===== config.mk =====
export PLATFORM = sky130hd
export DESIGN_NAME = except_ctrl
export DESIGN_NICKNAME = d
export VERILOG_FILES = /design/src/rtl/except_ctrl_pkg.sv /design/src/rtl/except_ctrl_prio.sv /design/src/rtl/except_ctrl.sv
export SDC_FILE = /design/constraint.sdc
export NUM_CORES = 1
export LEC_CHECK = 0
export BUFFER_PORTS_ARGS = -buffer_cell sky130_fd_sc_hd__buf_2
export CORE_AREA = 2 2 119 121
export DETAILED_ROUTE_END_ITERATION = 10
export DIE_AREA = 0 0 121 123
export HOLD_SLACK_MARGIN = 0.03
export PLACE_DENSITY_LB_ADDON = 0.25
export SLEW_MARGIN = 20
export SYNTH_ARGS = -nofsm -noshare
export SYNTH_HDL_FRONTEND = slang
export SYNTH_SLANG_ARGS = --single-unit

===== constraint.sdc =====
create_clock -name clk -period 3.4 [get_ports clk]
set_clock_uncertainty 0.15 [all_clocks]
set_input_delay 0.68 -clock clk [delete_from_list [all_inputs] [get_ports clk]]
set_output_delay 0.68 -clock clk [all_outputs]
set_load 0.03 [all_outputs]

===== src/rtl/except_ctrl_pkg.sv =====
// Shared constants for the exception controller: CP0 exception codes,
// exc_flags bit positions, Status bit positions and the priority table.
package except_ctrl_pkg;

  // Exception codes presented to CP0 (0 means no exception)
  localparam logic [31:0] EXC_NONE    = 32'h0;
  localparam logic [31:0] EXC_INT     = 32'h1;
  localparam logic [31:0] EXC_ADEL_D  = 32'h4;
  localparam logic [31:0] EXC_ADES    = 32'h5;
  localparam logic [31:0] EXC_SYSCALL = 32'h8;
  localparam logic [31:0] EXC_BREAK   = 32'h9;
  localparam logic [31:0] EXC_RI      = 32'ha;
  localparam logic [31:0] EXC_OV      = 32'hc;
  localparam logic [31:0] EXC_TRAP    = 32'hd;
  localparam logic [31:0] EXC_ERET    = 32'he;
  localparam logic [31:0] EXC_ADEL_F  = 32'hf;

  // Bit positions inside exc_flags_i
  localparam int FLAG_W       = 9;
  localparam int FLAG_ADEL_F  = 0;
  localparam int FLAG_RI      = 1;
  localparam int FLAG_TRAP    = 2;
  localparam int FLAG_OV      = 3;
  localparam int FLAG_SYSCALL = 4;
  localparam int FLAG_BREAK   = 5;
  localparam int FLAG_ADEL_D  = 6;
  localparam int FLAG_ADES    = 7;
  localparam int FLAG_ERET    = 8;

  // Status register fields used for interrupt qualification
  localparam int ST_IE  = 0;
  localparam int ST_EXL = 1;
  localparam int ST_ERL = 2;

  // Number of entries in the priority-ordered request vector (index 0 wins)
  localparam int PRIO_N = 10;

  // Code associated with each slot of the priority-ordered request vector
  function automatic logic [31:0] prio_code(input int idx);
    logic [31:0] code;
    case (idx)
      0:       code = EXC_INT;
      1:       code = EXC_ADEL_F;
      2:       code = EXC_RI;
      3:       code = EXC_SYSCALL;
      4:       code = EXC_BREAK;
      5:       code = EXC_OV;
      6:       code = EXC_TRAP;
      7:       code = EXC_ADEL_D;
      8:       code = EXC_ADES;
      9:       code = EXC_ERET;
      default: code = EXC_NONE;
    endcase
    return code;
  endfunction

  // Data-access faults are raised before the access starts, so they do not
  // wait for the memory stall to clear
  function automatic logic is_mem_code(input logic [31:0] code);
    return (code == EXC_ADEL_D) || (code == EXC_ADES);
  endfunction

endpackage


===== src/rtl/except_ctrl_prio.sv =====
// Combinational priority selector: per-instruction flags plus the qualified
// interrupt request are reduced to the single highest-priority cause code.
module except_prio
  import except_ctrl_pkg::*;
(
  input  logic [FLAG_W-1:0] exc_flags_i,
  input  logic              int_take_i,
  output logic [31:0]       code_o
);

  logic [PRIO_N-1:0] req;
  logic [PRIO_N-1:0] grant;
  logic [31:0]       masked [PRIO_N];

  // Requests reordered so that index 0 is the highest priority
  assign req = {
    exc_flags_i[FLAG_ERET],
    exc_flags_i[FLAG_ADES],
    exc_flags_i[FLAG_ADEL_D],
    exc_flags_i[FLAG_TRAP],
    exc_flags_i[FLAG_OV],
    exc_flags_i[FLAG_BREAK],
    exc_flags_i[FLAG_SYSCALL],
    exc_flags_i[FLAG_RI],
    exc_flags_i[FLAG_ADEL_F],
    int_take_i
  };

  // One-hot grant: a slot wins only if no higher-priority slot requests
  genvar gi;
  generate
    for (gi = 0; gi < PRIO_N; gi++) begin : g_grant
      if (gi == 0) begin : g_top
        assign grant[gi] = req[gi];
      end else begin : g_rest
        assign grant[gi] = req[gi] & ~(|req[gi-1:0]);
      end
      assign masked[gi] = grant[gi] ? prio_code(gi) : EXC_NONE;
    end
  endgenerate

  // Grant is one-hot, so OR-ing the masked codes yields the winner's code
  always_comb begin
    code_o = EXC_NONE;
    for (int i = 0; i < PRIO_N; i++) begin
      code_o = code_o | masked[i];
    end
  end

endmodule


===== src/rtl/except_ctrl.sv =====
// Exception controller at the MEM/WB boundary. Selects the highest-priority
// cause, presents it to CP0 for exactly one cycle, then flushes the pipeline
// and redirects fetch to the CP0-supplied vector.
module except_ctrl
  import except_ctrl_pkg::*;
#(
  parameter int DRAIN_CYCLES = 1
) (
  input  logic              clk,
  input  logic              rst,
  input  logic              valid_i,
  input  logic              mem_stall_i,
  input  logic [31:0]       pc_i,
  input  logic              is_in_delayslot_i,
  input  logic [31:0]       mem_addr_i,
  input  logic [FLAG_W-1:0] exc_flags_i,
  input  logic [31:0]       status_i,
  input  logic [31:0]       cause_i,
  input  logic [31:0]       exception_vector_i,
  output logic [31:0]       except_type_o,
  output logic [31:0]       pc_o,
  output logic              is_in_delayslot_o,
  output logic [31:0]       mem_addr_o,
  output logic              mem_kill_o,
  output logic              flush_o,
  output logic [31:0]       new_pc_o,
  output logic              new_pc_valid_o
);

  typedef enum logic [1:0] {
    ST_IDLE   = 2'd0,
    ST_COMMIT = 2'd1,
    ST_DRAIN  = 2'd2
  } state_t;

  localparam logic [1:0] DRAIN_LAST = 2'(DRAIN_CYCLES - 1);

  state_t      state_reg, state_next;
  logic [1:0]  drain_cnt_reg, drain_cnt_next;

  logic        int_cond;
  logic        int_pend_reg;
  logic        int_take;
  logic [31:0] sel_code;
  logic        detect;

  logic [31:0] code_reg;
  logic [31:0] pc_reg;
  logic [31:0] addr_reg;
  logic        ds_reg;

  // Status/Cause bits that play no part in interrupt qualification
  logic        unused_bits;
  assign unused_bits = ^{status_i[31:16], status_i[7:3], cause_i[31:16], cause_i[7:0]};

  // Interrupt is enabled, not masked by EXL/ERL, and some unmasked line pends
  assign int_cond = status_i[ST_IE] & ~status_i[ST_EXL] & ~status_i[ST_ERL]
                  & (|(cause_i[15:8] & status_i[15:8]));

  // A one-cycle pulse on the interrupt lines must not be taken, so the
  // condition has to be seen on two consecutive cycles
  assign int_take = int_pend_reg & int_cond;

  except_prio u_prio (
    .exc_flags_i (exc_flags_i),
    .int_take_i  (int_take),
    .code_o      (sel_code)
  );

  // Stalled instructions wait, except data-access faults which kill the access
  assign detect = (state_reg == ST_IDLE) & valid_i & (sel_code != EXC_NONE)
                & (is_mem_code(sel_code) | ~mem_stall_i);

  // Kill the memory access of any instruction that carries a fault or is
  // about to be interrupted; nothing is killed while reset is held
  assign mem_kill_o = rst & (state_reg == ST_IDLE) & valid_i
                    & ((|exc_flags_i) | int_take);

  // Sample the interrupt condition every cycle for two-cycle qualification
  always_ff @(posedge clk or negedge rst) begin
    if (!rst) begin
      int_pend_reg <= 1'b0;
    end else begin
      int_pend_reg <= int_cond;
    end
  end

  // FSM state register and drain counter
  always_ff @(posedge clk or negedge rst) begin
    if (!rst) begin
      state_reg     <= ST_IDLE;
      drain_cnt_reg <= 2'd0;
    end else begin
      state_reg     <= state_next;
      drain_cnt_reg <= drain_cnt_next;
    end
  end

  // FSM next-state logic: IDLE -> COMMIT (1 cycle) -> DRAIN (DRAIN_CYCLES) -> IDLE
  always_comb begin
    state_next     = state_reg;
    drain_cnt_next = drain_cnt_reg;
    case (state_reg)
      ST_IDLE: begin
        if (detect) begin
          state_next = ST_COMMIT;
        end
      end
      ST_COMMIT: begin
        state_next     = ST_DRAIN;
        drain_cnt_next = DRAIN_LAST;
      end
      ST_DRAIN: begin
        if (drain_cnt_reg == 2'd0) begin
          state_next = ST_IDLE;
        end else begin
          drain_cnt_next = drain_cnt_reg - 2'd1;
        end
      end
      default: begin
        state_next     = ST_IDLE;
        drain_cnt_next = 2'd0;
      end
    endcase
  end

  // Capture the excepting instruction's code, PC, delay-slot flag and address
  always_ff @(posedge clk or negedge rst) begin
    if (!rst) begin
      code_reg <= EXC_NONE;
      pc_reg   <= 32'h0;
      addr_reg <= 32'h0;
      ds_reg   <= 1'b0;
    end else if (detect) begin
      code_reg <= sel_code;
      pc_reg   <= pc_i;
      addr_reg <= mem_addr_i;
      ds_reg   <= is_in_delayslot_i;
    end
  end

  // FSM outputs: code and redirect only in COMMIT, flush in COMMIT and DRAIN
  always_comb begin
    except_type_o  = EXC_NONE;
    flush_o        = 1'b0;
    new_pc_o       = 32'h0;
    new_pc_valid_o = 1'b0;
    case (state_reg)
      ST_COMMIT: begin
        except_type_o  = code_reg;
        flush_o        = 1'b1;
        new_pc_o       = exception_vector_i;
        new_pc_valid_o = 1'b1;
      end
      ST_DRAIN: begin
        flush_o = 1'b1;
      end
      default: begin
      end
    endcase
  end

  assign pc_o              = pc_reg;
  assign mem_addr_o        = addr_reg;
  assign is_in_delayslot_o = ds_reg;

endmodule


==> results.cfg, run 1 <==
[floorplanning]
start_util_pct = 26.5
core_area_mm2 = 0.0136
std_cell_rows = 43
die_area_mm2 = 0.0149
die_w_um = 121
dieHeight_um = 123
boundaryPins = 306

[place]
port_buffers = 232
dp.final_hpwl_um = 7610
place.gp.congestion = 0.747

[worst_setup_path]
startpoint = exc_flags_i[1]
worstPathArrival_ps = 2750
crit_type = in2reg
worstReg2RegEnd = pc_o[19]
timing.reg2reg.setup_slack_ps = 1330
required_ps = 3460
crit_path_max_fanout = 37
crit_end = pc_o[19]
path_cells = buf_2 > or3_1 > a211oi_2 > a31oi_1 > o211ai_4 > buf_12 > mux2_2
rr_startpoint = int_pend_reg
slowest_stage = or3_1
critPathLaunchType = input port
end_kind = register
max_stage_delay_ps = 450
crit_family = compound AO/OA/AOI/OAI gates
reg2reg_depth = 6
worst-path-buf-inv = 2
path_depth = 7

[yosys]
synth_top_area_share_pct = 51.3
avgSynthCellArea_um2 = 12.7
synthCells = 283
yosys_warnings = 0
netlist_area_mm2 = 0.00361
ys.flop_type = dfrtp_1
synth-async-reset-ratio_pct = 100
ys_seq_elements = 74
synth.distinct_cells = 36
ys_top_cells_by_area = dfrtp_1, mux2_2, and2_1
synth_commonest_cells = dfrtp_1, mux2_2, and2_1
synth_edf_count = 0
yosysSeqAreaShare_pct = 51.3
yosys.area.top_type = dfrtp_1
synthMostInstantiatedCell = dfrtp_1

[clock_tree]
cts_resized = 0
numClockSinks = 74
hold_buffers = 0
path_clk_slew_ps = 60
htree_levels = 3
clock_path_buffers = 2
clkLatencyLatePin_ps = 330
numCtsBuffers = 9
tritoncts = yes
root_buffer = clkbuf_16
cts_setup_buffers = 0

[route]
final_antenna_net_count = 0
drtIter0Drc = 68
viasPerCell = 4.27
drc_errors = 0
wl_um = 9640
wl_per_cell_um = 13.7
drt_pass1_iterations = 4
vias = 3004

[timing]
tightestPinTransition_ps = 597
slew_headroom_pct = 60.0
hold_viol = 0
period_share_pct = 79.2
finalSetupTns_ps = 0
final.min_clock_period_ps = 2690
setup_viol = 0
timing.fmax_mhz = 371
slew_viol_final = 0
rsz0062_at_grt = false

[global_routing]
grt-ovfl-total = 0
antenna_found_initial = 2
first_global_vias = 3072
grt_max_degree = 49
grt_util_all_layers_pct = 12.8
grt_pass1_wl_um = 14800

[worst_hold_path]
hold_class = in2async

[pwr]
p_leak_nw = 2.74
power.ir.vdd_worst_uv = 493
total_power_w = 0.00530
power_density_mw_per_mm2 = 1010

[layout]
n_antenna_cell = 0
area_delta_synth_final_pct = 45.2
final_nets = 698
drive_gt1_share_pct = 62.6

[run]
max_cap_violations = 0

[outcome]
outcome = completed
==> cells by family (layout without fill, tap and decap cells) <==
group                      Yosys count  after routing  synth area share, %
DFF                                 74             74                 51.3
muxes                               69             69                 22.6
and+or+nand+nor                     63             63                 10.6
buffers and inverters               47            261                 8.39
AOI/OAI and AO/OA                   24             24                 5.27
adders and majority gates            5              5                 1.73
other                                1             28                0.104
==> cell usage in the layout, fill, tap and decap left out, drive strengths merged, types with 2 or more instances in the layout <==
cell type / synthesis / routed
or4: 2 / 2
nor4: 2 / 2
nor3: 5 / 5
bufinv: 0 / 3
ha: 5 / 5
clkbuf: 4 / 9
clkinv: 0 / 4
nor2: 6 / 6
nand2: 2 / 2
a211oi: 2 / 2
inv: 8 / 8
a22o: 2 / 2
o2111ai: 2 / 2
o21ai: 2 / 2
nand3: 4 / 4
a21oi: 6 / 6
dfrtp: 74 / 74
o22ai: 2 / 2
mux2: 69 / 69
a221oi: 2 / 2
conb: 1 / 28
and2: 37 / 37
or3: 2 / 2
buf: 35 / 237
a22oi: 2 / 2
==> worst min path at each step <==
stage	startpoint	end	slack (ps)	cells after the start
after detailed placement	mem_addr_o[20]	mem_addr_o[20]	340	1
after CTS	rst	code_reg[1]	210	2
after global placement	code_reg[2]	code_reg[2]	330	1
after global routing	rst	drain_cnt_reg[0]	230	2
after floorplan	rst	code_reg[0]	230	0
final	rst	drain_cnt_reg[0]	210	2
==> routing by layer <==
metal / GRT usage [%] / vias to the layer above / part of all wire [%]
li1: - / 1393 / -
met3: 5.07 / 15 / 11
met4: 5.23 / 2 / 1.8
met5: 0 / - / 0.11
met2: 21.8 / 183 / 49
met1: 14.3 / 1411 / 38
==> layout make-up <==
type	instances	area, um^2
timing repair buffer	237	1230
inverter	8	30.0
multi-input combinational	189	1560
sequential	74	1850
clock buffer	9	225
fill	1345	8370
tap	180	225
clock inverter	7	118
==> where the power goes <==
part,total [W],switching [W],internal [W]
Clock,0.00109,0.000376,0.000717
Combinational,0.00269,0.00175,0.000943
Sequential,0.00152,0.000209,0.00131
Total,0.00530,0.00233,0.00297
==> worst reg2reg max path, delay by kind of cell (launching register included) <==
family                 cells  cell delay [ps]
AOI/OAI and AO/OA          3              690
muxes                      1              420
buffers and inverters      1              260
and+or+nand+nor            1               90
DFF                        1              350
==> through the flow <==
step           hold WS [ps]  cells  utilization [%]  worst slack (ps)  area, um^2
4_1_cts                 213    704             38.5               695        5240
5_1_grt                 232    704             38.5               586        5240
3_3_place_gp            333    688             36.0               419        4900
2_1_floorplan           234    310                -               728        3710
6_report                206    704             38.5               708        5240
3_5_place_dp            337    688             36.0               367        4900
No activity file was read; power rests on OpenSTA's default activity.
==> inputs of run 2 (changes only) <==
--- a/config.mk
+++ b/config.mk
@@ -6,9 +6,9 @@
 export NUM_CORES = 1
 export LEC_CHECK = 0
 export BUFFER_PORTS_ARGS = -buffer_cell sky130_fd_sc_hd__buf_2
-export CORE_AREA = 2 2 119 121
+export CORE_AREA = 2 2 118 120
 export DETAILED_ROUTE_END_ITERATION = 10
-export DIE_AREA = 0 0 121 123
+export DIE_AREA = 0 0 120 122
 export HOLD_SLACK_MARGIN = 0.03
 export PLACE_DENSITY_LB_ADDON = 0.25
 export SLEW_MARGIN = 20
==> constraint.sdc (replaced) <==
create_clock -name clk -period 2.3 [get_ports clk]
set_clock_uncertainty 0.15 [all_clocks]
set_input_delay 0.46 -clock clk [delete_from_list [all_inputs] [get_ports clk]]
set_output_delay 0.46 -clock clk [all_outputs]
set_load 0.03 [all_outputs]
==> run 2 against run 1 <==
Global-route usage is 0.62 points higher. Highest routed layer is now met4. Sequential share of layout area is 3.1 points lower. Sequential power is 49% higher. Design area rose by 9.7%. Combinational power up 67%.
==> results.cfg, run 2 (synthesized netlist as in run 1, its figures left out) <==
[layout]
final_nets = 722
fillers = 1307
multiInputGateArea_mm2 = 0.00175
n_antenna_cell = 0
drive_gt1_share_pct = 65.3
layout_commonest_cell = buf_2
area_delta_synth_final_pct = 59.4
layout_common_cells = buf_2, dfrtp_1, mux2_4, and2_1, conb_1
regArea_mm2 = 0.00185

[place]
dp.final_hpwl_um = 7700
port_buffers = 232
dp_worst_setup_slack_ps = -363
place.gp.congestion = 0.772

[route]
viasPerCell = 4.28
wl_per_cell_um = 15.2
drtIter0Drc = 93
drc_errors = 0
final_antenna_net_count = 0
drt_pass1_iterations = 4
vias = 3117
wl_um = 11100

[global_routing]
antenna_found_initial = 0
grt_pass1_wl_um = 15200
grt_util_all_layers_pct = 13.4
grt-ovfl-total = 0
first_global_vias = 3052
grt_max_degree = 75

[clock_tree]
clkLatencyLatePin_ps = 330
hold_buffers = 0
clock_path_buffers = 2
path_clk_slew_ps = 60
tritoncts = yes
htree_levels = 3
numClockSinks = 74
root_buffer = clkbuf_16
numCtsBuffers = 9

[timing]
worst_hold_slack_ps = 207
rsz0062_at_grt = true
tightestPinTransition_ps = 961
period_share_pct = 99.3
setup_ws_ps = 15.6
setup_viol = 0
timing.fmax_mhz = 438
final.min_clock_period_ps = 2280
hold_viol = 0
slew_headroom_pct = 36.0
slew_viol_final = 0

[worst_hold_path]
hold_class = in2reg

[worst_setup_path]
timing.reg2reg.setup_slack_ps = 300
worstPathArrival_ps = 2350
crit_type = in2reg
required_ps = 2360
crit_path_max_fanout = 8
end_kind = register
critPathLaunchType = input port

[pwr]
power_density_mw_per_mm2 = 1440
power.ir.vdd_worst_uv = 695
total_power_w = 0.00830
p_leak_nw = 3.10

[floorplanning]
die_w_um = 120
die_area_mm2 = 0.0146
dieHeight_um = 122
std_cell_rows = 43
core_area_mm2 = 0.0135
boundaryPins = 306
start_util_pct = 26.7

[run]
max_cap_violations = 0

[outcome]
outcome = completed
## run 2: cell types whose count changed in the layout (fill, tap and decap cells not counted), moves of 2 or more
cell	delta
buf_6	+3
clkbuf_16	+5
mux2_2	-34
buf_4	+16
mux2_4	+34
buf_2	-4
ha_1	-2
buf_16	+2
## run 2: what timing repair did
action / CTS / global route
gates resized for setup: 3 / 49
pin swaps: 0 / 4
buffers inserted: 1 / 0
cloned: 1 / 7
endpoints found under the hold margin: 0 / 0
setup endpoints to repair: 53 / 85
## run 2: path summary, 6_finish.rpt
path | from | endpoint | cells after the start
setup / recovery | exc_flags_i[1] | mem_addr_o[22] | 8
hold / removal | is_in_delayslot_i | is_in_delayslot_o | 2
setup reg to reg | int_pend_reg | mem_addr_o[22] | 7
hold reg to reg | mem_addr_o[17] | mem_addr_o[17] | 1
max in group asynchronous | rst | mem_addr_o[18] | 2
min in group asynchronous | rst | code_reg[3] | 2
## run 2: where the power goes
group	total, W	switching [W]	internal [W]
clock network	0.00153	0.000546	0.000981
logic	0.00450	0.00272	0.00179
registers	0.00227	0.000331	0.00194
total	0.00830	0.00359	0.00471
## run 2: area by class of cell
cell class,instances,area share [%]
Multi-Input combinational cell,189,30.4
Sequential cell,74,32.2
Clock buffer,10,4.16
Inverter,8,0.522
Tap cell,180,3.92
Timing Repair Buffer,261,27.3
Clock inverter,6,1.52
## run 2: metrics by stage
step / cells / instance area [um^2] / util [%] / TNS (ps)
after global placement: 703 / 5020 / 37.2 / -23650
after global routing: 728 / 5750 / 42.6 / -2370
after CTS: 721 / 5400 / 40.0 / -10.1
after detailed placement: 703 / 5020 / 37.2 / -23480
after floorplan: 310 / 3720 / - / -5120
final: 728 / 5750 / 42.6 / 0
## run 2: worst max-delay path, stage by stage
cell,delay (ps)
buf_2,100
or3_1,440
a211oi_4,260
a31oi_4,150
o211ai_4,240
buf_12,200
clkbuf_16,180
mux2_4,300
## run 2: metal layers
metal  track usage [%]  vias to the layer above  part of all wire, %
li1                  -                     1441                    -
met3              5.34                       12                  9.5
met4              5.88                        0                  1.7
met2              22.7                      172                   51
met1              14.9                     1492                   38
met5                 0                        -                    0
==> inputs of run 3 (changes only) <==
--- a/config.mk
+++ b/config.mk
@@ -10,7 +10,7 @@
 export DETAILED_ROUTE_END_ITERATION = 10
 export DIE_AREA = 0 0 120 122
 export HOLD_SLACK_MARGIN = 0.03
-export PLACE_DENSITY_LB_ADDON = 0.25
+export PLACE_DENSITY = 0.67
 export SLEW_MARGIN = 20
 export SYNTH_ARGS = -nofsm -noshare
 export SYNTH_HDL_FRONTEND = slang
==> run 3 against run 2 <==
Wire length shrank 1.9%. Non-clock buffer count shrank 3. Sequential cell count is the same. Global-route usage grew 0.50 points. Critical endpoint is now mem_kill_o. Largest power group unchanged. Highest routed layer unchanged.
==> results.cfg, run 3 (synthesized netlist as in run 1, its figures left out) <==
[outcome]
outcome = completed

[route]
viasPerCell = 4.26
final_antenna_net_count = 0
wl_per_cell_um = 15.0
drtIter0Drc = 63
vias = 3088
wl_met3_um = 964
top_layer = met4
drc_errors = 0
wl_um = 10900
m1WireLength_um = 3960
dr_wl_met2_um = 5750
drt_pass1_iterations = 4

[global_routing]
grt_pass1_wl_um = 15800
grt_util_all_layers_pct = 13.9
first_global_vias = 3182
grt-ovfl-total = 0
antenna_found_initial = 0
grt_max_degree = 75

[timing]
worst_hold_slack_ps = 211
slew_viol_final = 0
finalSetupTns_ps = 0
period_share_pct = 96.9
hold_viol = 0
timing.fmax_mhz = 449
setup_viol = 0
slew_headroom_pct = 37.2
rsz0062_at_grt = false
setup_ws_ps = 71.5
final.min_clock_period_ps = 2230
tightestPinTransition_ps = 943

[place]
port_buffers = 232
dp_worst_setup_slack_ps = -332
dp.cells = 705
place.gp.congestion = 0.797
dp.final_hpwl_um = 8530

[floorplanning]
core_area_mm2 = 0.0135
std_cell_rows = 43
die_area_mm2 = 0.0146
boundaryPins = 306
dieHeight_um = 122
die_w_um = 120
start_util_pct = 26.7

[worst_setup_path]
rr_startpoint = int_pend_reg
crit_type = reg2out
critPathLaunchType = register
reg2reg_depth = 7
end_kind = output pin
worstReg2RegEnd = pc_o[2]
worstPathArrival_ps = 1620
crit_path_max_fanout = 5
required_ps = 1690
timing.reg2reg.setup_slack_ps = 390

[worst_hold_path]
hold_class = in2reg
holdCritStartpoint = pc_i[25]
min_to = pc_o[25]
hold_depth = 2

[layout]
multiInputGateArea_mm2 = 0.00159
regArea_mm2 = 0.00185
layout_commonest_cell = buf_2
n_antenna_cell = 0
final_nets = 719
layout.cells.non_filler = 725
area_delta_synth_final_pct = 49.7
final_core_util_pct = 40.0
layout_common_cells = buf_2, dfrtp_1, mux2_2, and2_1, conb_1
fillers = 1321
drive_gt1_share_pct = 65.3

[clock_tree]
numCtsBuffers = 9
htree_levels = 3
hold_buffers = 0
root_buffer = clkbuf_16
clkLatencyLatePin_ps = 330
numClockSinks = 74
tritoncts = yes
clock_path_buffers = 2
path_clk_slew_ps = 60

[pwr]
power.ir.vdd_worst_uv = 672
power_density_mw_per_mm2 = 1440
p_leak_nw = 2.82

[run]
max_cap_violations = 0
-- run 3: cell types whose count changed in the layout (fill, tap and decap cells not counted), sizes merged --
cell,previous run,this run
clkbuf,16,12
buf,255,256
bufinv,2,1
clkinvlp,0,1
-- run 3: stage by stage --
stage,instance area [um^2],total power (W)
2_1_floorplan,3720,0.00510
3_3_place_gp,5020,0.00626
3_5_place_dp,5020,0.00636
4_1_cts,5330,0.00780
5_1_grt,5400,0.00818
6_report,5400,0.00775
-- run 3: where the power goes --
group          internal [W]  leakage [nW]  switching, W
registers           0.00194         0.880      0.000319
logic               0.00148          1.80       0.00265
clock network      0.000841         0.143      0.000531
-- run 3: area by class of cell --
| cell class | count | area share [%] |
|---|---|---|
| timing repair buffer | 258 | 26.1 |
| clock buffer | 10 | 4.24 |
| tap | 180 | 4.17 |
| inverter | 8 | 0.556 |
| multi-input combinational | 189 | 29.4 |
| sequential | 74 | 34.3 |
| clock inverter | 6 | 1.20 |
-- run 3: critical path: stages, from the launching register on --
cell,delay [ps]
dfrtp_1,400
inv_1,140
ha_2,280
nand3_1,100
a21oi_1,160
buf_2,220
-- run 3: worst max-delay path by stage --
| stage | startpoint | to | slack, ps | cells after the start |
|---|---|---|---|---|
| floorplan | exc_flags_i[0] | is_in_delayslot_o | -110 | 7 |
| global placement | exc_flags_i[0] | mem_addr_o[29] | -300 | 7 |
| detailed placement | exc_flags_i[0] | pc_o[2] | -330 | 7 |
| CTS | state_reg[1] | except_type_o[3] | 5 | 5 |
| global route | state_reg[0] | mem_kill_o | 5 | 5 |
| finish | state_reg[0] | mem_kill_o | 70 | 5 |
-- run 3: repair_timing --
item | 4_1_cts | 5_1_grt
setup buffers | 0 | 2
gates resized for setup | 3 | 8
gates cloned | 0 | 2
pin swaps | 0 | 1
setup endpoints to repair | 8 | 81
-- run 3: per-layer routing --
layer	up-vias	global-route usage (%)
li1	1435	-
met1	1466	14.3
met2	172	26.2
met3	15	4.59
met4	0	5.00
met5	-	0
